$ cat config.mk
export PLATFORM = sky130hd
export DESIGN_NAME = cereal_rx_flat
export DESIGN_NICKNAME = d
export VERILOG_FILES = /design/src/rtl/cereal_rx_if.sv /design/src/rtl/cereal_rx.sv /design/src/flat_wrapper.sv
export SDC_FILE = /design/constraint.sdc
export NUM_CORES = 1
export LEC_CHECK = 0
export ABC_AREA = 1
export CORE_UTILIZATION = 50
export CTS_CLUSTER_SIZE = 10
export DETAILED_ROUTE_END_ITERATION = 12
export PLACE_DENSITY = 0.69
export SYNTH_ARGS = -nofsm -noshare
export SYNTH_HDL_FRONTEND = slang
export SYNTH_SLANG_ARGS = --single-unit
$ cat constraint.sdc
create_clock -name sysclk -period 2.2 [get_ports sysclk]
set_input_delay 0.44 -clock sysclk [delete_from_list [all_inputs] [get_ports sysclk]]
set_output_delay 0.44 -clock sysclk [all_outputs]
set_load 0.03 [all_outputs]
$ cat src/rtl/cereal_rx_if.sv
// cereal_rx_if: receiver-side signal bundle for the cereal serial link.
// The master modport drives the line and consumer controls; the slave modport
// belongs to the receiver. DEPTH must match the receiver FIFO depth.
interface cereal_rx_if #(
   parameter int DEPTH = 4
);
   logic                     rx;
   logic                     rd_en;
   logic                     clr;
   logic [7:0]               data;
   logic                     valid;
   logic [$clog2(DEPTH):0]   count;
   logic                     busy;
   logic                     frame_err;
   logic                     overflow;
   logic                     parity_err;

   modport master (
      output rx, rd_en, clr,
      input  data, valid, count, busy, frame_err, overflow, parity_err
   );

   modport slave (
      input  rx, rd_en, clr,
      output data, valid, count, busy, frame_err, overflow, parity_err
   );
endinterface

$ cat src/rtl/cereal_rx.sv
// cereal_rx: oversampling 8N1 receiver (idle high, LSB first) feeding a small
// show-ahead FIFO. Optional even-parity (8E1) framing is enabled by defining
// the macro CEREAL_RX_PARITY_EN; without it parity_err is held at 0.
module cereal_rx #(
   parameter int CLKS_PER_BIT = 10417,
   parameter int DEPTH        = 4
) (
   input  logic       sysclk,
   input  logic       rst_n,
   cereal_rx_if.slave bus
);
   localparam int CW = $clog2(CLKS_PER_BIT);
   localparam int AW = $clog2(DEPTH);
   localparam logic [CW-1:0] HALF_M1 = CW'(CLKS_PER_BIT / 2 - 1);
   localparam logic [CW-1:0] FULL_M1 = CW'(CLKS_PER_BIT - 1);
   localparam logic [CW-1:0] CNT_ONE = CW'(1);
   localparam logic [AW-1:0] PTR_ONE = AW'(1);
   localparam logic [AW:0]   OCC_ONE = (AW + 1)'(1);
   localparam logic [AW:0]   OCC_MAX = (AW + 1)'(DEPTH);

   typedef enum logic [2:0] {
      S_IDLE   = 3'd0,
      S_START  = 3'd1,
      S_DATA   = 3'd2,
      S_PARITY = 3'd3,
      S_STOP   = 3'd4,
      S_BREAK  = 3'd5
   } state_t;

   // Even parity bit for a data byte (bit that makes the total count of ones even).
   function automatic logic even_par(input logic [7:0] d);
      return ^d;
   endfunction

   state_t          state_r;
   logic            rx_meta_r, rxs_r;
   logic [CW-1:0]   clk_cnt_r;
   logic [2:0]      bit_cnt_r;
   logic [7:0]      shift_r;
   logic            par_bad_r;
   logic            busy_r;
   logic            push_r;
   logic [7:0]      push_data_r;

   logic [7:0]      mem_r [DEPTH];
   logic [AW-1:0]   wr_ptr_r, rd_ptr_r;
   logic [AW:0]     count_r;
   logic [7:0]      data_r;
   logic            valid_r;
   logic            frame_err_r, overflow_r, parity_err_r;

   logic            pop_s, full_s, push_ok_s, ovf_set_s, ferr_set_s, perr_set_s;
   logic [AW-1:0]   rd_nx_s;
   logic [AW:0]     count_nx_s;
   logic [7:0]      head_nx_s;

   // Two-flop synchroniser for the asynchronous serial line; idles high.
   always_ff @(posedge sysclk or negedge rst_n) begin
      if (!rst_n) begin
         rx_meta_r <= 1'b1;
         rxs_r     <= 1'b1;
      end else begin
         rx_meta_r <= bus.rx;
         rxs_r     <= rx_meta_r;
      end
   end

   // Frame FSM: start validation, mid-bit sampling, stop/parity checks, break hold-off.
   always_ff @(posedge sysclk or negedge rst_n) begin
      if (!rst_n) begin
         state_r     <= S_IDLE;
         clk_cnt_r   <= '0;
         bit_cnt_r   <= 3'd0;
         shift_r     <= 8'h00;
         par_bad_r   <= 1'b0;
         busy_r      <= 1'b0;
         push_r      <= 1'b0;
         push_data_r <= 8'h00;
      end else begin
         push_r <= 1'b0;
         case (state_r)
            S_IDLE: begin
               clk_cnt_r <= '0;
               bit_cnt_r <= 3'd0;
               par_bad_r <= 1'b0;
               if (!rxs_r) begin
                  state_r <= S_START;
                  busy_r  <= 1'b1;
               end else begin
                  busy_r  <= 1'b0;
               end
            end
            S_START: begin
               if (clk_cnt_r == HALF_M1) begin
                  clk_cnt_r <= '0;
                  if (!rxs_r) begin
                     state_r <= S_DATA;
                  end else begin
                     // Start bit vanished by mid-bit: treat as a glitch.
                     state_r <= S_IDLE;
                     busy_r  <= 1'b0;
                  end
               end else begin
                  clk_cnt_r <= clk_cnt_r + CNT_ONE;
               end
            end
            S_DATA: begin
               if (clk_cnt_r == FULL_M1) begin
                  clk_cnt_r <= '0;
                  shift_r   <= {rxs_r, shift_r[7:1]};
                  if (bit_cnt_r == 3'd7) begin
                     bit_cnt_r <= 3'd0;
`ifdef CEREAL_RX_PARITY_EN
                     state_r   <= S_PARITY;
`else
                     state_r   <= S_STOP;
`endif
                  end else begin
                     bit_cnt_r <= bit_cnt_r + 3'd1;
                  end
               end else begin
                  clk_cnt_r <= clk_cnt_r + CNT_ONE;
               end
            end
            S_PARITY: begin
               if (clk_cnt_r == FULL_M1) begin
                  clk_cnt_r <= '0;
                  state_r   <= S_STOP;
`ifdef CEREAL_RX_PARITY_EN
                  par_bad_r <= (rxs_r != even_par(shift_r));
`else
                  par_bad_r <= 1'b0;
`endif
               end else begin
                  clk_cnt_r <= clk_cnt_r + CNT_ONE;
               end
            end
            S_STOP: begin
               if (clk_cnt_r == FULL_M1) begin
                  clk_cnt_r <= '0;
                  if (rxs_r) begin
                     state_r     <= S_IDLE;
                     busy_r      <= 1'b0;
                     push_r      <= !par_bad_r;
                     push_data_r <= shift_r;
                  end else begin
                     state_r     <= S_BREAK;
                  end
               end else begin
                  clk_cnt_r <= clk_cnt_r + CNT_ONE;
               end
            end
            S_BREAK: begin
               clk_cnt_r <= '0;
               if (rxs_r) begin
                  state_r <= S_IDLE;
                  busy_r  <= 1'b0;
               end else begin
                  state_r <= S_BREAK;
               end
            end
            default: begin
               state_r   <= S_IDLE;
               clk_cnt_r <= '0;
               busy_r    <= 1'b0;
            end
         endcase
      end
   end

   // Flag set conditions and FIFO handshake qualification.
   always_comb begin
      ferr_set_s = (state_r == S_STOP) && (clk_cnt_r == FULL_M1) && !rxs_r;
`ifdef CEREAL_RX_PARITY_EN
      perr_set_s = (state_r == S_PARITY) && (clk_cnt_r == FULL_M1) &&
                   (rxs_r != even_par(shift_r));
`else
      perr_set_s = 1'b0;
`endif
      pop_s     = bus.rd_en && (count_r != '0);
      full_s    = (count_r == OCC_MAX);
      push_ok_s = push_r && (!full_s || pop_s);
      ovf_set_s = push_r && full_s && !pop_s;
   end

   // Next occupancy, read pointer and show-ahead head byte.
   always_comb begin
      if (pop_s) begin
         rd_nx_s = rd_ptr_r + PTR_ONE;
      end else begin
         rd_nx_s = rd_ptr_r;
      end
      case ({push_ok_s, pop_s})
         2'b10:   count_nx_s = count_r + OCC_ONE;
         2'b01:   count_nx_s = count_r - OCC_ONE;
         default: count_nx_s = count_r;
      endcase
      if (count_nx_s == '0) begin
         head_nx_s = 8'h00;
      end else if (push_ok_s && (rd_nx_s == wr_ptr_r)) begin
         // Head is the slot being written this cycle.
         head_nx_s = push_data_r;
      end else begin
         head_nx_s = mem_r[rd_nx_s];
      end
   end

   // FIFO storage, pointers and registered consumer-facing outputs.
   always_ff @(posedge sysclk or negedge rst_n) begin
      if (!rst_n) begin
         for (int i = 0; i < DEPTH; i++) begin
            mem_r[i] <= 8'h00;
         end
         wr_ptr_r <= '0;
         rd_ptr_r <= '0;
         count_r  <= '0;
         data_r   <= 8'h00;
         valid_r  <= 1'b0;
      end else begin
         if (push_ok_s) begin
            mem_r[wr_ptr_r] <= push_data_r;
            wr_ptr_r        <= wr_ptr_r + PTR_ONE;
         end else begin
            wr_ptr_r        <= wr_ptr_r;
         end
         rd_ptr_r <= rd_nx_s;
         count_r  <= count_nx_s;
         data_r   <= head_nx_s;
         valid_r  <= (count_nx_s != '0);
      end
   end

   // Sticky error flags; a set in the same cycle as clr keeps the flag high.
   always_ff @(posedge sysclk or negedge rst_n) begin
      if (!rst_n) begin
         frame_err_r  <= 1'b0;
         overflow_r   <= 1'b0;
         parity_err_r <= 1'b0;
      end else begin
         frame_err_r  <= ferr_set_s | (frame_err_r  & ~bus.clr);
         overflow_r   <= ovf_set_s  | (overflow_r   & ~bus.clr);
         parity_err_r <= perr_set_s | (parity_err_r & ~bus.clr);
      end
   end

   assign bus.data       = data_r;
   assign bus.valid      = valid_r;
   assign bus.count      = count_r;
   assign bus.busy       = busy_r;
   assign bus.frame_err  = frame_err_r;
   assign bus.overflow   = overflow_r;
   assign bus.parity_err = parity_err_r;

endmodule
$ cat src/flat_wrapper.sv
// flat-port wrapper written by rule: the top's interface ports become plain ports
module cereal_rx_flat 
#(
   parameter int CLKS_PER_BIT = 10417,
   parameter int DEPTH        = 4
)
  (sysclk, rst_n, bus_rx, bus_rd_en, bus_clr, bus_data, bus_valid, bus_count, bus_busy, bus_frame_err, bus_overflow, bus_parity_err);
  cereal_rx_if #(.DEPTH(DEPTH)) bus_i ();
  input  logic sysclk;
  input  logic rst_n;
  input wire logic [$bits(bus_i.rx)-1:0] bus_rx;
  input wire logic [$bits(bus_i.rd_en)-1:0] bus_rd_en;
  input wire logic [$bits(bus_i.clr)-1:0] bus_clr;
  output wire logic [$bits(bus_i.data)-1:0] bus_data;
  output wire logic [$bits(bus_i.valid)-1:0] bus_valid;
  output wire logic [$bits(bus_i.count)-1:0] bus_count;
  output wire logic [$bits(bus_i.busy)-1:0] bus_busy;
  output wire logic [$bits(bus_i.frame_err)-1:0] bus_frame_err;
  output wire logic [$bits(bus_i.overflow)-1:0] bus_overflow;
  output wire logic [$bits(bus_i.parity_err)-1:0] bus_parity_err;
  assign bus_i.rx = bus_rx;
  assign bus_i.rd_en = bus_rd_en;
  assign bus_i.clr = bus_clr;
  assign bus_data = bus_i.data;
  assign bus_valid = bus_i.valid;
  assign bus_count = bus_i.count;
  assign bus_busy = bus_i.busy;
  assign bus_frame_err = bus_i.frame_err;
  assign bus_overflow = bus_i.overflow;
  assign bus_parity_err = bus_i.parity_err;
  cereal_rx #(.CLKS_PER_BIT(CLKS_PER_BIT), .DEPTH(DEPTH)) u_core (.sysclk(sysclk), .rst_n(rst_n), .bus(bus_i));
endmodule
-- Word level (Yosys, flattened, before mapping)
Cells that the tools add are included.
- $add $sub $neg: 6
- multiply operators: 0
- divide/modulo/power cells: 0
- order comparisons: 3
- equal/unequal tests: 18
- shift-type cells: 0
- mux-type cells: 35
- bitwise gates (word level): 9
- reduce and logical (&&, ||, !) cells: 27
- operators by type and width (kind ; count):
    two-way mux 8 bit ; 5
    bitwise mux 32 bit ; 1
    two-way mux 14 bit ; 2
    one-hot mux 14 bit (2 select lines) ; 1
    two-way mux 3 bit ; 9
    one-hot mux 3 bit (6 select lines) ; 1
    binary-select mux 8 bit (select 2 bit) ; 1
    demux 8 bit (select 2 bit) ; 1
    adder 14 x 1 -> 14 bit, second input constant ; 1
    equality test 14 x 13 -> 1 bit, second input constant ; 1
    equality test 14 bit, second input constant ; 1
    equality test 3 bit, second input constant ; 4
    one-hot mux 3 bit (2 select lines) ; 2
    inequality test 2 x 1 -> 1 bit, second input constant ; 5
    logical AND 1 bit ; 8
    two-way mux 1 bit ; 8
    adder 3 x 1 -> 3 bit, second input constant ; 2
    equality test 3 x 2 -> 1 bit, second input constant ; 2
    greater-or-equal comparator 3 bit, second input constant ; 2
    zero test 3 bit ; 2
    NOT 2 -> 3 bit ; 2
    AND reduction 2 bit ; 3
    AND reduction 3 bit ; 2
    AND reduction 6 bit ; 1
    other kinds (20) ; 31
- bits in registers: 92
- latch bits: 0
- bits in writable memories: 0
- ROM bits: 0
- bits of input ports: 5
- output and inout bits: 16
- logic and storage cells: 120
- memories: 0

-- Longest topological paths before layout
- word-level depth: 9
- mapped depth: 12

-- Least setup slack after synthesis
Ideal clock, no wire load.
- kind: register to register
- from: register u_core.count_r[2], in the netlist u_core.bus.count[2]
- to: register u_core.data_r[0], in the netlist u_core.bus.data[0]
- data arrival time: 1.940 ns
- data required time: 2.076 ns
- setup slack: 0.137 ns
- stages on the path, launching flop included: 10
- path buffers: 0
- clock period less this slack: 2.063 ns
- cell sequence: dfrtp_1 inv_1 nand2_4 nand3_1 fa_1 or2_1 nand3_1 nand2_1 nor2_4 nor2_1
- elaborated cells between the ends (all ways): 21
- RTL lines (item ; RTL line ; source):
    start, declared ; cereal_rx.sv:47 ; logic [AW:0] count_r;
    start signal, assigned ; cereal_rx.sv:227 ; count_r <= count_nx_s;
    equality test 3 bit or nonzero test 3 bit (tied branches) ; cereal_rx.sv:181, cereal_rx.sv:180 ;
    zero test 1 bit or logical AND 1 bit (tied branches) ; cereal_rx.sv:182, cereal_rx.sv:180 ;
    logical OR 1 bit ; cereal_rx.sv:182 ; push_ok_s = push_r && (!full_s || pop_s);
    logical AND 1 bit ; cereal_rx.sv:182 ;
    equality test 2 x 1 -> 1 bit or equality test 2 bit (tied branches) ; cereal_rx.sv:193 ; case ({push_ok_s, pop_s})
    one-hot mux 3 bit (2 select lines) * ; cereal_rx.sv:193 ;
    via u_core.count_nx_s[2] ; cereal_rx.sv:54 ; logic [AW:0] count_nx_s;
    zero test 3 bit * ; cereal_rx.sv:198 ; if (count_nx_s == '0) begin
    two-way mux 8 bit * ; cereal_rx.sv:198 ;
    via u_core.head_nx_s[0] ; cereal_rx.sv:55 ; logic [7:0] head_nx_s;
    end signal, assigned ; cereal_rx.sv:228 ; data_r <= head_nx_s;
    end, declared ; cereal_rx.sv:48 ; logic [7:0] data_r;
The timed path passes the listed nets; every way through them passes the cells marked *. The select of a mux whose other input is x is not followed.
A chain may end at the register's enable or synchronous reset.

-- Final worst setup path
- from: register u_core.count_r[0], in the netlist u_core.bus.count[0]
- to: output port bus_count[0]
- RTL lines (item ; RTL line ; source):
    end, declared ; flat_wrapper.sv:16 ; output wire logic [$bits(bus_i.count)-1:0] bus_count;
No word-level cell between the ends.

==> summary.txt <==
Clock tree
  – CTS tree: built
  – Total CTS buffers: 9
  – CTS Sinks: between 90 and 100
  – Postcts setup bufs: 0
  – CTS root buffer: clkbuf_8
  – Clk slew on worst S/H paths: 0.09 ns
  – H-tree levels: 3
  – Worst-Skew Late Latency: around 0.36 ns
  – CTS Buffer Depth: 2
  – CTS resizes: 0
  – Post-CTS Hold Buffers: 0

Layout
  – Most frequent cells in the layout: nand2_1 (138), dfrtp_1 (89), nand3_1 (57)
  – Multi-input logic area: 0.00176 sq mm
  – Final non-filler cell total: around 650
  – Share of layout cells above drive strength 1: 0.108
  – # diodes: 0
  – Final core utilization: 0.599
  – Fill count: 740
  – Nets@finish: roughly 560
  – Register area: 0.00228 sq mm
  – Layout Cell Area excl Fill: between 0.004 and 0.005 sq mm
  – Synth-to-Final Area Change: 14.3%
  – Commonest non-fill, non-tap cell in the layout: nand2_1

GRT
  – Vias in the first global route: 3,309
  – Largest net degree at the start of global routing: 48
  – Initial antenna violation count: 0
  – Gr ovfl total: 0
  – GRT Util Overall: 0.217
  – First-pass GRT wire length: between 15 and 20 mm

Routing
  – Wl on met1: approximately 4.1 mm
  – Vias per inst: slightly above 5
  – Met2 routed WL: between 4 and 5 mm
  – Met3 wire length: 347 microns
  – Final wirelength: roughly 8.6 mm
  – Post-detailed-route DRC marker count: 0
  – Detail Route Antenna Nets: 0
  – Via Count: between 3,000 and 4,000
  – First-pass DRT Iterations: 4
  – Initial DRC count: 174
  – Drt wl/cell: approximately 13 microns
  – Top Metal Used: met4

Worst setup path
  – Worst-path fanout max: 4
  – R2r endpoint: u_core.bus.data[4]
  – CP bufs+invs: 1
  – Critical path cell sequence: clkdlybuf4s50_1
  – Worst R2R Path Depth: 9
  – Critical setup path kind: reg2out
  – Element type at the critical path end: primary output
  – Worst EP required: 1.76 ns
  – Critical path launch point type: register
  – Crit path max-delay family: buffers and inverters
  – Worst path max stage delay: roughly 0.70 ns
  – CP max stage cell: clkdlybuf4s50_1
  – R2R setup slack: ~0.3 ns
  – Worst r2r src: u_core.bus.count[1]
  – Critical path arrival: between 1 and 1.5 ns

Logic synthesis
  – Post-Synthesis Cells: between 500 and 600
  – Cell variety after synth: 35
  – Synth async-reset ratio: 1.00
  – Seq cells post-synth: 91
  – Sequential area share after synthesis: 0.524
  – Synth warn: 0
  – Top FF cell, synth: dfrtp_1
  – Average cell area after synthesis: roughly 8.6 sq um
  – EDFF count, synth: 0
  – Synthesized Nets: about 520
  – Mapped cell area: between 0.004 and 0.005 sq mm

Placed design
  – GP Congestion: approximately 0.84
  – DP HPWL: a little over 6 mm
  – Placed Instances: between 600 and 700
  – Placed instance area: ~0.0048 sq mm
  – Setup WS pre-CTS: -0.0747 ns
  – Port buffer count: 20

Timing
  – Hold Worst Slack: between 0.09 and 0.1 ns
  – Min Tclk post-route: between 1.5 and 2 ns
  – Final count of negative-setup-slack endpoints: 0
  – Total negative slack: 0 ns
  – Relative slew slack: 0.594
  – RSZ-0062 raised after global routing: no
  – Skew final: roughly 0.01 ns
  – Worst Max-Slew Pin Slew: 0.610 ns
  – FMAX: about 520 MHz
  – Fin. max-slew vios: 0
  – Final Cycle Share: 0.878
  – Final WS setup: 0.268 ns
  – Hold Violations, Final: 0

Floorplan
  – Die Y-Extent: roughly 95 microns
  – # IOs: 21
  – Die width: about 95 microns
  – Row cnt: 33
  – Initial Utilization: 0.524
  – Die area: 0.00907 sq mm
  – Core ar.: 0.00830 sq mm

Power and ir drop
  – Worst VDD drop: between 300 and 400 uV
  – Tot Pwr: roughly 4.4 mW
  – Leakage: approximately 2.4 nW
  – Power Dens Cells: approximately 890 mW/mm^2

Run status
  – Status: completed

Job
  – Maxcap violations: 0

Min path
  – Hold crit path type: in2async
[per-layer routing]
metal | vias up | global-route usage
li1 | 1699 | -
met1 | 1584 | 0.285
met2 | 57 | 0.356
met3 | 10 | 0.0494
met4 | 0 | 0.0644
met5 | - | 0
[logic make-up after synthesis]
logic type	after synthesis	synth area share
xor+xnor	11	0.0222
buf+inv	69	0.0697
compound gates	60	0.0708
fa+ha+maj	9	0.0276
simple gates	268	0.285
flops	91	0.524
[state kept, by name, indices dropped and copies added, names as in the netlist, 2 cells and up]
name / flops
u_core.rd_ptr_r: 2
u_core.push_data_r: 8
u_core.clk_cnt_r: 14
u_core.bus.count: 3
u_core.state_r: 3
u_core.mem_r: 32
u_core.shift_r: 8
u_core.bit_cnt_r: 3
u_core.bus.data: 8
u_core.wr_ptr_r: 2
[synth_stat cells (2+ instances only)]
cell type / n / area share
nand2_4: 8 / 0.021
o21ai_1: 8 / 0.0092
nand3_2: 2 / 0.0046
a21oi_1: 2 / 0.0023
buf_4: 2 / 0.0035
nand2_1: 138 / 0.12
buf_6: 2 / 0.0052
inv_2: 5 / 0.0043
nand2_2: 4 / 0.0058
dfrtp_1: 89 / 0.51
nor2_4: 2 / 0.0052
xor2_1: 8 / 0.016
ha_1: 8 / 0.023
buf_2: 7 / 0.0081
dfstp_2: 2 / 0.012
o21ai_0: 46 / 0.053
nand4_1: 11 / 0.016
inv_1: 49 / 0.042
xnor2_1: 3 / 0.0060
o22ai_1: 2 / 0.0029
nor3_1: 8 / 0.0092
nor2_1: 33 / 0.028
nand3_1: 57 / 0.066
[layout make-up]
cell class              count  area share
clock buffers              11      0.0285
clock inverters             5      0.0121
inverters                  56      0.0426
multi-input cells         348       0.355
flip-flops and latches     91       0.459
well taps                 105      0.0264
repair buffers             36      0.0766
[how the worst max path moves through the flow]
| stage | startpoint | to | slack, ns | cells after the start |
|---|---|---|---|---|
| global route | u_core.clk_cnt_r[0] | u_core.push_data_r[0] | 0.07 | 10 |
| finish | u_core.bus.count[0] | bus_count[0] | 0.27 | 1 |
| global placement | bus_rd_en | u_core.bus.data[5] | -0.03 | 8 |
| CTS | u_core.bus.count[0] | bus_count[0] | 0.24 | 1 |
| detailed placement | bus_rd_en | u_core.bus.data[7] | -0.07 | 8 |
| floorplan | u_core.bus.count[2] | u_core.bus.data[0] | 0.14 | 9 |
[report_power, final]
group	internal [mW]	switching (mW)	leakage (nW)	total, mW
combinational	0.519	0.921	1.05	1.44
sequential	1.79	0.0652	1.21	1.85
clock	0.561	0.588	0.0999	1.15
total	2.86	1.57	2.36	4.44
[worst reg2reg max path, stage by stage (launching register included)]
cell and delay [ns]:
dfrtp_1 0.43, nor2_4 0.07, nand2_4 0.09, nand3_1 0.12, fa_1 0.39, or2_1 0.25
nand3_1 0.08, nand2_1 0.10, nor2_4 0.19, nor2_1 0.08
Note: power is estimated with default switching activity, not from simulation.
